### config.mk
export PLATFORM = sky130hd
export DESIGN_NAME = fifo_sync_status
export DESIGN_NICKNAME = d
export VERILOG_FILES = /design/src/rtl/fifo_sync_status_pkg.sv /design/src/rtl/fifo_sync_status_mem.sv /design/src/rtl/fifo_sync_status.sv
export SDC_FILE = /design/constraint.sdc
export NUM_CORES = 1
export LEC_CHECK = 0
export CAP_MARGIN = 20
export CORE_MARGIN = 3
export CORE_UTILIZATION = 45
export CTS_CLUSTER_DIAMETER = 200
export DETAILED_ROUTE_END_ITERATION = 8
export PLACE_DENSITY = 0.62
export REMOVE_ABC_BUFFERS = 1
export SETUP_SLACK_MARGIN = 0.1
export SLEW_MARGIN = 30
export SYNTH_ARGS = -nofsm -noshare
export SYNTH_HDL_FRONTEND = slang
export SYNTH_HIERARCHICAL = 1
export SYNTH_SLANG_ARGS = --single-unit
### constraint.sdc
create_clock -name clk -period 2.87 [get_ports clk]
set_input_delay 0.287 -clock clk [delete_from_list [all_inputs] [get_ports clk]]
set_output_delay 0.287 -clock clk [all_outputs]
set_load 0.05 [all_outputs]
### src/rtl/fifo_sync_status_pkg.sv
// Shared definitions for the fifo_sync_status buffer.
// Holds the default geometry, the count-width helper, the threshold legality
// check used at elaboration, and the access-kind encoding used by the
// control logic.
package fifo_sync_status_pkg;

    localparam int DEF_DATA_SIZE    = 8;
    localparam int DEF_ADDRESS_BITS = 4;

    // Encoding of {write_accepted, read_accepted} for the pointer/count update.
    typedef enum logic [1:0] {
        ACC_IDLE  = 2'b00,
        ACC_READ  = 2'b01,
        ACC_WRITE = 2'b10,
        ACC_BOTH  = 2'b11
    } access_e;

    // Occupancy runs 0..DEPTH inclusive, so it needs one bit more than a pointer.
    function automatic int count_width(input int address_bits);
        return address_bits + 1;
    endfunction

    // Thresholds must satisfy 0 <= AE < AF <= DEPTH.
    function automatic bit thresholds_legal(input int ae, input int af, input int depth);
        return (ae >= 0) && (ae < af) && (af <= depth);
    endfunction

endpackage

### src/rtl/fifo_sync_status_mem.sv
// Storage array for fifo_sync_status: DEPTH x DATA_SIZE registers with one
// synchronous write port and one asynchronous (combinational) read port.
// The array is deliberately not reset.
// Ports:
//   clk    - write clock
//   we     - write enable
//   waddr  - write address
//   wdata  - write word
//   raddr  - read address
//   rdata  - word currently stored at raddr
module fifo_sync_status_mem #(
    parameter int DATA_SIZE    = 8,
    parameter int ADDRESS_BITS = 4
) (
    input  logic                    clk,
    input  logic                    we,
    input  logic [ADDRESS_BITS-1:0] waddr,
    input  logic [DATA_SIZE-1:0]    wdata,
    input  logic [ADDRESS_BITS-1:0] raddr,
    output logic [DATA_SIZE-1:0]    rdata
);

    localparam int DEPTH = 1 << ADDRESS_BITS;

    logic [DATA_SIZE-1:0] mem_r [DEPTH];

    // Synchronous write port.
    always_ff @(posedge clk) begin
        if (we) begin
            mem_r[waddr] <= wdata;
        end
    end

    assign rdata = mem_r[raddr];

endmodule

### src/rtl/fifo_sync_status.sv
// Single-clock FIFO with occupancy count, almost-full/almost-empty flags,
// sticky overflow/underflow, synchronous flush and selectable read mode
// (registered read or first-word-fall-through).
// Ports:
//   clk, reset_n       - clock, asynchronous active-low reset
//   flush              - synchronous clear of pointers, count, flags, out_valid
//   clr_err            - synchronous clear of overflow/underflow
//   WEN, input_data    - write request and word
//   REN                - read (pop) request
//   output_data        - read word
//   out_valid          - output_data holds a popped (FWFT=0) or head (FWFT=1) word
//   empty, full        - count == 0 / count == DEPTH
//   almost_empty/full  - count <= AE_THRESH / count >= AF_THRESH
//   count              - occupancy 0..DEPTH
//   overflow/underflow - sticky error flags
module fifo_sync_status
    import fifo_sync_status_pkg::*;
#(
    parameter int DATA_SIZE    = DEF_DATA_SIZE,
    parameter int ADDRESS_BITS = DEF_ADDRESS_BITS,
    parameter int AF_THRESH    = (1 << ADDRESS_BITS) - 2,
    parameter int AE_THRESH    = 2,
    parameter int FWFT         = 0
) (
    input  logic                  clk,
    input  logic                  reset_n,
    input  logic                  flush,
    input  logic                  clr_err,
    input  logic                  WEN,
    input  logic                  REN,
    input  logic [DATA_SIZE-1:0]  input_data,
    output logic [DATA_SIZE-1:0]  output_data,
    output logic                  out_valid,
    output logic                  empty,
    output logic                  full,
    output logic                  almost_empty,
    output logic                  almost_full,
    output logic [ADDRESS_BITS:0] count,
    output logic                  overflow,
    output logic                  underflow
);

    localparam int DEPTH = 1 << ADDRESS_BITS;
    localparam int CW    = count_width(ADDRESS_BITS);

    localparam logic [CW-1:0] DEPTH_C = CW'(DEPTH);
    localparam logic [CW-1:0] AF_C    = CW'(AF_THRESH);
    localparam logic [CW-1:0] AE_C    = CW'(AE_THRESH);

    if (!thresholds_legal(AE_THRESH, AF_THRESH, DEPTH)) begin : g_bad_thresh
        $error("fifo_sync_status: thresholds must satisfy 0 <= AE_THRESH < AF_THRESH <= DEPTH");
    end

    logic [ADDRESS_BITS-1:0] wptr_r, rptr_r, wptr_s, rptr_s;
    logic [CW-1:0]           count_r, count_s;
    logic                    empty_r, full_r, ae_r, af_r;
    logic                    ovf_r, udf_r, ovf_s, udf_s;
    logic                    valid_r;
    logic [DATA_SIZE-1:0]    data_r;
    logic [DATA_SIZE-1:0]    rdata_s;
    logic                    wr_acc_s, rd_acc_s, mem_we_s;
    access_e                 acc_s;

    // Accept decisions, next pointers and next count; flush dominates traffic.
    always_comb begin
        wr_acc_s = WEN & ~full_r;
        rd_acc_s = REN & ~empty_r;
        acc_s    = access_e'({wr_acc_s, rd_acc_s});
        wptr_s   = wptr_r;
        rptr_s   = rptr_r;
        count_s  = count_r;
        if (flush) begin
            wptr_s  = {ADDRESS_BITS{1'b0}};
            rptr_s  = {ADDRESS_BITS{1'b0}};
            count_s = {CW{1'b0}};
        end else begin
            case (acc_s)
                ACC_WRITE: begin
                    wptr_s  = wptr_r + ADDRESS_BITS'(1);
                    count_s = count_r + CW'(1);
                end
                ACC_READ: begin
                    rptr_s  = rptr_r + ADDRESS_BITS'(1);
                    count_s = count_r - CW'(1);
                end
                ACC_BOTH: begin
                    wptr_s = wptr_r + ADDRESS_BITS'(1);
                    rptr_s = rptr_r + ADDRESS_BITS'(1);
                end
                default: begin
                    wptr_s = wptr_r;
                end
            endcase
        end
    end

    // Sticky errors: a fresh error in the clr_err cycle keeps the flag set.
    always_comb begin
        ovf_s = ovf_r;
        udf_s = udf_r;
        if (clr_err) begin
            ovf_s = 1'b0;
            udf_s = 1'b0;
        end else begin
            ovf_s = ovf_r;
            udf_s = udf_r;
        end
        ovf_s = ovf_s | (WEN & full_r);
        udf_s = udf_s | (REN & empty_r);
    end

    assign mem_we_s = wr_acc_s & ~flush;

    fifo_sync_status_mem #(
        .DATA_SIZE    (DATA_SIZE),
        .ADDRESS_BITS (ADDRESS_BITS)
    ) u_mem (
        .clk   (clk),
        .we    (mem_we_s),
        .waddr (wptr_r),
        .wdata (input_data),
        .raddr (rptr_r),
        .rdata (rdata_s)
    );

    // Pointer, count, flag and error state; flags follow the next count.
    always_ff @(posedge clk or negedge reset_n) begin
        if (!reset_n) begin
            wptr_r  <= {ADDRESS_BITS{1'b0}};
            rptr_r  <= {ADDRESS_BITS{1'b0}};
            count_r <= {CW{1'b0}};
            empty_r <= 1'b1;
            full_r  <= 1'b0;
            ae_r    <= 1'b1;
            af_r    <= 1'b0;
            ovf_r   <= 1'b0;
            udf_r   <= 1'b0;
        end else begin
            wptr_r  <= wptr_s;
            rptr_r  <= rptr_s;
            count_r <= count_s;
            empty_r <= (count_s == {CW{1'b0}});
            full_r  <= (count_s == DEPTH_C);
            ae_r    <= (count_s <= AE_C);
            af_r    <= (count_s >= AF_C);
            ovf_r   <= ovf_s;
            udf_r   <= udf_s;
        end
    end

    // Registered-read output stage: valid for exactly the cycle after a pop.
    always_ff @(posedge clk or negedge reset_n) begin
        if (!reset_n) begin
            data_r  <= {DATA_SIZE{1'b0}};
            valid_r <= 1'b0;
        end else if (flush) begin
            valid_r <= 1'b0;
        end else if (rd_acc_s) begin
            data_r  <= rdata_s;
            valid_r <= 1'b1;
        end else begin
            valid_r <= 1'b0;
        end
    end

    // In FWFT mode the head word is shown directly; it is forced to zero while
    // empty so the unreset array never leaks onto the output after reset.
    assign output_data  = (FWFT != 0) ? (empty_r ? {DATA_SIZE{1'b0}} : rdata_s) : data_r;
    assign out_valid    = (FWFT != 0) ? ~empty_r : valid_r;
    assign empty        = empty_r;
    assign full         = full_r;
    assign almost_empty = ae_r;
    assign almost_full  = af_r;
    assign count        = count_r;
    assign overflow     = ovf_r;
    assign underflow    = udf_r;

endmodule

==> metrics.md <==
| Metric | Value |
|---|---|
| Dominant cell type by area after synthesis | edfxtp_1 |
| Post-CTS sizing | 0 |
| Row cnt | 42 |
| Period Utilization, post-route | 84.7% |
| Crit Reg-Reg Endpoint | full$_DFF_PN0_ |
| CP Cell Sequence | nand2b_4 -> inv_2 -> buf_4 -> ha_1 -> a21oi_2 -> a21boi_2 -> nor3_1 -> o41ai_1 -> and4bb_1 |
| Fillers | 1063 |
| Synth cell count leaders | 128 x edfxtp_1, 27 x nor2_1, 26 x dfrtp_1 |
| Sequential share of the synthesized area | 71.4% |
| Maximum clock rate | 411 MHz |
| First-pass iteration count of the detailed router | 4 |
| Worst Setup EP | full$_DFF_PN0_ |
| Die area | 0.0156 mm² |
| TritonCTS Buffers | 17 |
| Primary FF master, synth | edfxtp_1 |
| Crit path largest cell delay | 0.54 ns |
| RSZ-0062 raised after global routing | false |
| Post-synth EDFFs | 128 |
| Register area | 0.00455 mm² |
| Drt via density | 5.52 |
| Share of layout cells above drive strength 1 | 22.6% |
| Initial Utilization | 47.0% |
| Vias in the first global route | 3409 |
| HP Class | primary input to asynchronous set/reset pin |
| CTS tree | built |
| Antenna Cells | 0 |
| CP Class | register to register |
| Post-layout min period | 2.43 ns |
| Core region area | 0.0136 mm² |
| Final hold viol count | 0 |
| H-tree depth | 4 |
| Pint | 4260 µW |
| Synthesis-to-layout area growth | 19.1% |
| Top cells by area, synth | edfxtp_1 60%, dfrtp_1 10%, mux4_2 6.4% |
| ANT nets after route | 0 |
| Yosys top cell area share | 60.3% |
| Crit path max fanout | 7 |
| Logic pwr share | 19.5% |
| CP bufs+invs | 2 |
| Power, Total | 5920 µW |
| Post-CTS Setup Bufs | 0 |
| Final #Nets | 425 |
| IO Pins | 34 |
| WHS | 0.241 ns |
| Setup TNS | 0 ns |
| Initial DRC Count | 286 |
| Clock group share of total power | 35.0% |
| Wirelength per Cell | 20.9 µm |
| FF-to-FF setup slack | 0.44 ns |
| Total track usage | 16.9% |
| Post-synthesis async set-or-reset flop share | 17.9% |
| Power Dens Cells | 781 mW/mm² |
| Final Instance Area | 0.00759 mm² |
| # hold bufs at CTS | 0 |
| Max-Cap Viols | 0 |
| Worst-skew pair later-pin latency | 0.42 ns |
| Sw frac | 28.2% |
| Max clock buf depth | 2 |
| Max Slew Vio Count | 0 |
| Delay-heaviest family, CP | compound AO/OA/AOI/OAI gates |
| Leak pwr | 0.00259 µW |
| Mapped cell area | 0.00637 mm² |
| Buffers added on ports | 33 |
| Ys Warns | 6 |
| Crit-path slowest cell | dfstp_2 |
| Post-layout util | 56.0% |
| Syn Inst Count | 346 |
| Crit start category | register |
| VDD IR max | 0.390 mV |
| Yosys reg bits | 156 |
| Area of the multi-input gates | 0.00167 mm² |
| Grt total ovfl | 0 |
| CP Data Required Time | 3.23 ns |
| Initial antenna violation count | 0 |
| Final wirelength | 12400 µm |
| Netlist cell types | 52 |
| CP Launch Point | empty$_DFF_PN1_ |
| Sequential power share | 45.5% |
| CP Capture Type | register |
| Critical path depth | 9 |
| Reg clk slew, reported paths | 0.06 ns |
| Crit path DAT | 2.79 ns |
| Worst r2r path cells | 9 |
| Reg-to-reg startpoint | empty$_DFF_PN1_ |
| Clk sinks | 156 |
| Largest net degree at the start of global routing | 36 |
| Headroom to the max-slew limit | 47.0% |
| Die height | 125 µm |
| Syn Area/Cell | 18.4 µm² |
| CTS Root Buffer Type | clkbuf_16 |
| Cell Area, Placed | 0.00703 mm² |
| Total net switching power | 1670 µW |
| GPL Wtd Cong | 0.813 |
| Global-route wire length before repair | 19600 µm |
| DRC | 0 |
| Status | completed |
| Worst slew pin tran | 0.792 ns |
| Die Span X | 125 µm |
| # setup viols final | 0 |
| Hpwl dp | 7960 µm |
| Most common cell in the netlist | edfxtp_1 |
| Setup Skew | 0.00727 ns |
| Via Count | 3291 |
[area by class of cell]
class                   count  area share [%]
well taps                 176            2.90
inverters                   7           0.379
clock buffers              19            5.71
multi-input cells         166            22.1
repair buffers             59            7.42
flip-flops and latches    156            60.0
clock inverters            13            1.58
[power groups by stage]
stage	clock, µW	sequential [µW]	combinational, µW
after floorplan	0	3070	420
after global placement	0	2740	1150
after detailed placement	0	2750	1160
after CTS	2110	2700	1160
after global routing	2210	2720	1230
final	2070	2700	1150
[routing by layer]
metal	track usage [%]	vias up	part of all wire [%]
met4	8.35	0	2.8
met2	25.1	74	47
met1	23.3	1687	46
li1	-	1504	-
met3	4.39	26	4.6
met5	0	-	0
[worst min-delay path by stage]
stage	startpoint	end	slack, ns	cells past startpoint
floorplan	reset_n	almost_full$_DFF_PN0_	-0.009	0
global placement	output_data[6]$_DFFE_PN0P_	output_data[6]$_DFFE_PN0P_	0.49	1
detailed placement	output_data[7]$_DFFE_PN0P_	output_data[7]$_DFFE_PN0P_	0.50	1
CTS	reset_n	output_data[4]$_DFFE_PN0P_	0.25	2
global route	reset_n	output_data[4]$_DFFE_PN0P_	0.27	2
finish	reset_n	out_valid$_DFF_PN0_	0.24	2
[through the flow]
stage,setup WS (ns),cells
floorplan,0.00601,329
global placement,0.221,564
detailed placement,0.144,564
CTS,0.442,596
global route,0.291,596
finish,0.438,596
[cells by family after synthesis]
group | share of synthesized area, %
compound gates | 4.63
xor+xnor | 1.49
fa+ha+maj | 0.786
mux | 13.7
flops | 71.4
buf+inv | 2.38
simple gates | 5.64
[flip-flops by register name, indices dropped and copies added, names as in the netlist, 4 cells and up]
register,count
u_mem/mem_r,128
output_data,8
count,5
rptr_r,4
wptr_r,4
[layout by cell type, fill, tap and decap left out, types with 4 or more instances in the layout]
| master | n |
|---|---|
| a21oi_1 | 4 |
| a22oi_1 | 16 |
| buf_4 | 23 |
| clkbuf_16 | 17 |
| clkdlybuf4s50_1 | 33 |
| clkinvlp_4 | 7 |
| dfrtp_1 | 25 |
| edfxtp_1 | 128 |
| ha_1 | 4 |
| inv_1 | 5 |
| mux2_2 | 8 |
| mux4_1 | 14 |
| mux4_2 | 18 |
| nand2_1 | 19 |
| nor2_1 | 27 |
| nor3_1 | 7 |
| xor2_1 | 6 |
Power figures use the tool's default switching activity.
